### config.mk
export PLATFORM = sky130hd
export DESIGN_NAME = pingpong_scoreboard
export DESIGN_NICKNAME = d
export VERILOG_FILES = /design/src/rtl/pingpong_pkg.sv /design/src/rtl/seg7_decode.sv /design/src/rtl/pingpong_scoreboard.sv
export SDC_FILE = /design/constraint.sdc
export NUM_CORES = 1
export LEC_CHECK = 0
export CAP_MARGIN = 10
export CORE_ASPECT_RATIO = 1.2
export CORE_MARGIN = 2
export CORE_UTILIZATION = 46
export DETAILED_ROUTE_END_ITERATION = 7
export GPL_TIMING_DRIVEN = 0
export PLACE_DENSITY = 0.73
export SLEW_MARGIN = 25
export SYNTH_ARGS = -nofsm -noshare
export SYNTH_HDL_FRONTEND = slang
export SYNTH_SLANG_ARGS = --single-unit
### constraint.sdc
create_clock -name CLK -period 1.7 [get_ports CLK]
set_input_delay 0.51 -clock CLK [delete_from_list [all_inputs] [get_ports CLK]]
set_output_delay 0.51 -clock CLK [all_outputs]
set_load 0.05 [all_outputs]
### src/rtl/pingpong_pkg.sv
// Shared constants for the ping-pong scoreboard: score range, segment patterns, digit enables.
// Purely declarative; no logic, no latency, no flow control.
package pingpong_pkg;

    localparam logic [2:0] MAX_SCORE = 3'd7;

    // Active-low {g,f,e,d,c,b,a}
    localparam logic [6:0] SEG_0     = 7'b1000000;
    localparam logic [6:0] SEG_1     = 7'b1111001;
    localparam logic [6:0] SEG_2     = 7'b0100100;
    localparam logic [6:0] SEG_3     = 7'b0110000;
    localparam logic [6:0] SEG_4     = 7'b0011001;
    localparam logic [6:0] SEG_5     = 7'b0010010;
    localparam logic [6:0] SEG_6     = 7'b0000010;
    localparam logic [6:0] SEG_7     = 7'b1111000;
    localparam logic [6:0] SEG_DASH  = 7'b0111111;
    localparam logic [6:0] SEG_BLANK = 7'b1111111;

    localparam logic [3:0] AN_OFF     = 4'b1111;
    localparam logic [3:0] CODE_DASH  = 4'd8;
    localparam logic [3:0] CODE_BLANK = 4'd9;

    // Scan slot numbering matches AN bit position; slot 3 is the leftmost digit.
    typedef enum logic [1:0] {
        SLOT_P2     = 2'd0,
        SLOT_DASH_R = 2'd1,
        SLOT_DASH_L = 2'd2,
        SLOT_P1     = 2'd3
    } slot_e;

    function automatic logic [3:0] an_for_slot(input logic [1:0] slot);
        return ~(4'b0001 << slot);
    endfunction

endpackage

### src/rtl/seg7_decode.sv
// Seven-segment decoder: codes 0-7 digits, 8 dash, anything else blank (active-low).
// Combinational, zero latency; no flow control.
module seg7_decode
    import pingpong_pkg::*;
(
    input  logic [3:0] code,
    output logic [6:0] seg
);

    always_comb begin
        seg = SEG_BLANK;
        case (code)
            4'd0:      seg = SEG_0;
            4'd1:      seg = SEG_1;
            4'd2:      seg = SEG_2;
            4'd3:      seg = SEG_3;
            4'd4:      seg = SEG_4;
            4'd5:      seg = SEG_5;
            4'd6:      seg = SEG_6;
            4'd7:      seg = SEG_7;
            CODE_DASH: seg = SEG_DASH;
            default:   seg = SEG_BLANK;
        endcase
    end

endmodule

### src/rtl/pingpong_scoreboard.sv
// Four-digit multiplexed scoreboard "S1 - - S2"; scores latched only at frame end. Winner blink: SCOREBOARD_WINNER_BLINK_EN.
// AN/SEG/FRAME registered, one cycle behind scan state; each digit held REFRESH_DIV cycles.
// No backpressure: free-running scan, score inputs sampled once per frame.
module pingpong_scoreboard
    import pingpong_pkg::*;
#(
    parameter int REFRESH_DIV  = 250,
    parameter int BLINK_FRAMES = 64
) (
    input  logic       CLK,
    input  logic       RST,
    input  logic [2:0] Score1,
    input  logic [2:0] Score2,
    output logic [3:0] AN,
    output logic [6:0] SEG,
    output logic       FRAME
);

    localparam int RC_W = (REFRESH_DIV > 1) ? $clog2(REFRESH_DIV) : 1;
    localparam logic [RC_W-1:0] RC_LAST = RC_W'(REFRESH_DIV - 1);

    if (REFRESH_DIV < 2 || BLINK_FRAMES < 1) begin : g_param_check
        $error("pingpong_scoreboard: REFRESH_DIV must be >= 2 and BLINK_FRAMES >= 1");
    end

    logic [RC_W-1:0] rc;
    slot_e           idx;
    logic [2:0]      disp1;
    logic [2:0]      disp2;
    logic            slot_end;
    logic            frame_end;
    logic            blink_phase;
    logic [3:0]      digit_code;
    logic [6:0]      seg_nxt;

    assign slot_end  = (rc == RC_LAST);
    assign frame_end = slot_end && (idx == SLOT_P2);

    always_ff @(posedge CLK) begin
        if (RST) begin
            rc    <= '0;
            idx   <= SLOT_P1;
            disp1 <= 3'd0;
            disp2 <= 3'd0;
        end else begin
            if (slot_end) begin
                rc  <= '0;
                idx <= slot_e'(idx - 2'd1);
            end else begin
                rc  <= rc + 1'b1;
            end
            // Latch only at the frame boundary so a digit never changes mid-scan.
            if (frame_end) begin
                disp1 <= Score1;
                disp2 <= Score2;
            end
        end
    end

`ifdef SCOREBOARD_WINNER_BLINK_EN
    localparam int FC_W = (BLINK_FRAMES > 1) ? $clog2(BLINK_FRAMES) : 1;
    localparam logic [FC_W-1:0] FC_LAST = FC_W'(BLINK_FRAMES - 1);

    logic [FC_W-1:0] fc;
    logic            blink;

    always_ff @(posedge CLK) begin
        if (RST) begin
            fc    <= '0;
            blink <= 1'b0;
        end else if (frame_end) begin
            if (fc == FC_LAST) begin
                fc    <= '0;
                blink <= ~blink;
            end else begin
                fc    <= fc + 1'b1;
            end
        end
    end

    assign blink_phase = blink;
`else
    assign blink_phase = 1'b0;
`endif

    always_comb begin
        digit_code = CODE_DASH;
        case (idx)
            SLOT_P1: digit_code = (blink_phase && disp1 == MAX_SCORE) ? CODE_BLANK : {1'b0, disp1};
            SLOT_P2: digit_code = (blink_phase && disp2 == MAX_SCORE) ? CODE_BLANK : {1'b0, disp2};
            default: digit_code = CODE_DASH;
        endcase
    end

    seg7_decode u_decode (
        .code (digit_code),
        .seg  (seg_nxt)
    );

    always_ff @(posedge CLK) begin
        if (RST) begin
            AN    <= AN_OFF;
            SEG   <= SEG_BLANK;
            FRAME <= 1'b0;
        end else begin
            AN    <= an_for_slot(idx);
            SEG   <= seg_nxt;
            FRAME <= frame_end;
        end
    end

endmodule

==> flow_summary.ini <==
[run_status]
outcome = finished, final reports clean

[route]
remaining_drc_errors = 0
ant_nets = 0
met2_wirelength_um = 1410
num_vias = 1027
drt_iter0_drc = 25
detail_route.first_pass.iterations = 4
highest_routing_layer_actually_used = met4
detail_route.wirelength.met1_um = 947
avg_vias_per_cell = 5.41
avgRoutedWirePerCell_um = 13.1
drt_wl_total_um = 2490
detailroute.wirelength.met3_um = 93

[timing]
max_freq_ghz = 0.603
fin_worst_hold_slack_ns = 0.504
timing.final.crit_period_ns = 1.66
layout_worst_path_cycle_share_pct = 97.6
setup_tns_ns = 0
timing.max_slew.rel_slack_pct = 68.1
setup_failing_eps_final = 0
rsz0062_at_grt = true
hold_viol_final = 0
timing_max_transition_violations_final = 0
skew_ns = 0.00190
worst_slew_pin_slew_ns = 0.481

[final_layout]
footprint_of_the_multi_input_gates_um2 = 618
proportion_of_layout_cells_with_a_drive_suffix_above_1_pct = 20.4
most-common-layout-cells = dfxtp_1 (26), nand2_1 (14), o21ai_0 (9), a21oi_1 (9)
area_overhead_vs_synth_pct = 27.4
regArea_um2 = 566
final_common_cell = dfxtp_1
fin_cells = 190
diodes = 0
final_nets = 177
nFillCells = 225

[yosys]
mappedNetlistNets = 148
synth_async_sr_flop_share_pct = 0
synthFlopType = dfxtp_1
post_synthesis_cell_area_mm2 = 0.00120
synthesis.area_per_instance_um2 = 9.32
synth_sequential_area_ratio_pct = 46.6
synthesis.yosys.warnings = 0
synth.distinct_cells = 30
synth_enable_flop_cells = 0
synth.ff_latch_count = 28
synthCells = 129

[grt]
antenna_violations_before_repair = 0
grt_remaining_overflow = 0
via_count_of_the_first_global_routing_pass = 951
gr-usage-all-layers_pct = 18.0
grt_max_degree = 16
grt_pass1_wl_um = 4040

[clock_tree]
clk_path_buf_depth = 2
clock_latency_ns = 0.33
cts_hold_buffers = 0
htree_num_levels = 1
cts_root_buffer = clkbuf_4
cts_num_sinks = 28
cts_inserted_buffers = 3
clkTransAtPathRegs_ns = 0.14
tritoncts_clock_tree = built

[floorplan]
die_w_um = 50.7
initial_core_util_pct = 48.0
die_h_um = 60.0
core_area_mm2 = 0.00250
fp-row-count = 20
design.die.area_mm2 = 0.00304
top_level_ports = 20

[placement]
post-place-cells = 180
place.port_buffers = 18
finalWeightedCongestion = 0.820
dp.final_hpwl_um = 1770

[power]
p_leak_uw = 0.000631
irDropWorstVdd_mv = 0.389
power.density_cell_area_mw_per_mm2 = 712
p_total_uw = 1090

[setup_path]
timing.setup.critical_path_class = flip-flop to flip-flop
worst-path-max-fanout = 4
worst-path-buf-inv = 2
cp_slowest_cell = dfxtp_4
cp_slowest_stage_delay_ns = 0.40
cp_cell_sequence = inv_4 > ha_4 > a22oi_2 > nor2_2 > inv_2 > ha_2 > nor2_1 > a2111o_1
setup.worst_path.end_class = flip-flop
critical_path_required_ns = 1.93
timing.critical_path.from_type = flip-flop
cp_top_family = compound AO/OA/AOI/OAI gates
crit_arrival_ns = 1.89

[hold_path]
min-delay-path-class = flip-flop to flip-flop

[run]
max_cap_viol_count = 0
-- cells in the mapped netlist (all sizes together) (2+ instances only) --
cell / number / share of area (%)
a21oi: 9 / 3.7
a22oi: 3 / 1.9
a31oi: 3 / 1.6
and3: 3 / 1.7
buf: 4 / 2.2
clkbuf: 2 / 0.62
dfxtp: 28 / 47
ha: 11 / 11
inv: 6 / 1.9
nand2: 14 / 4.4
nand4: 7 / 3.6
nor2: 6 / 1.9
nor3: 8 / 3.3
o211ai: 2 / 1.2
o21ai: 9 / 3.7
xnor2: 2 / 1.5
-- worst paths after layout --
path / start / endpoint / slack [ns] / depth (start not counted)
max: idx[1] / SEG[4] / 0.04 / 8
min: disp1[0] / disp1[0] / 0.50 / 2
max reg2reg: idx[1] / SEG[4] / 0.04 / 8
min reg2reg: disp1[0] / disp1[0] / 0.50 / 2
-- registers in the layout, indices dropped and copies added, names as in the netlist --
| name | count |
|---|---|
| rc | 8 |
| SEG | 7 |
| AN | 4 |
| disp1 | 3 |
| disp2 | 3 |
| idx | 2 |
| FRAME | 1 |
-- worst register-to-register path: cells and delay by family (launching register included) --
| family | cells | cell delay (ns) |
|---|---|---|
| AO/OA/AOI/OAI | 2 | 0.59 |
| flip-flops | 1 | 0.40 |
| adder cells (fa/ha/maj) | 2 | 0.33 |
| buffers and inverters | 2 | 0.12 |
| AND/OR/NAND/NOR | 2 | 0.12 |
-- per-layer routing --
layer	global-route usage, %	up-vias
met5	0	-
met4	8.11	0
met3	2.25	4
met2	37.2	27
met1	17.3	479
li1	-	517
-- what timing repair did --
action	in CTS	in global routing
setup buffers	5	1
endpoints found under the hold margin	0	0
pin swaps	3	2
gates cloned	0	0
endpoints found under the setup margin	18	16
gates resized for setup	23	17
-- power breakdown --
part           leakage [uW]  internal, uW  total [uW]  switching, uW
Clock             0.0000210           131         320            189
Sequential         0.000228           670         678           8.26
Combinational      0.000382          34.7        92.6           57.9
Total              0.000631           836        1090            255
-- area by class of cell --
type / instances / share of cell area (%)
Tap cell: 33 / 2.70
Buffer: 6 / 2.61
Multi-Input combinational cell: 89 / 40.4
Clock buffer: 4 / 2.37
Timing Repair Buffer: 24 / 13.4
Sequential cell: 28 / 36.9
Inverter: 6 / 1.63
-- cells by family (layout without fill, tap and decap cells) --
group	count (synthesis)	in the layout	synth area share, %
flops	28	28	46.6
fa+ha+maj	11	11	11.4
xor+xnor	3	3	2.19
compound gates	32	32	17.0
simple gates	43	43	18.1
buf+inv	12	40	4.68
-- through the flow --
step	cell area [um2]	util (%)	worst slack [ns]
global route	1530	61.2	-0.0623
global placement	1440	57.4	-0.154
CTS	1520	60.6	0.00595
finish	1530	61.2	0.0406
detailed placement	1440	57.4	-0.212
floorplan	1210	-	0.000729
No activity file was read; power rests on OpenSTA's default activity.
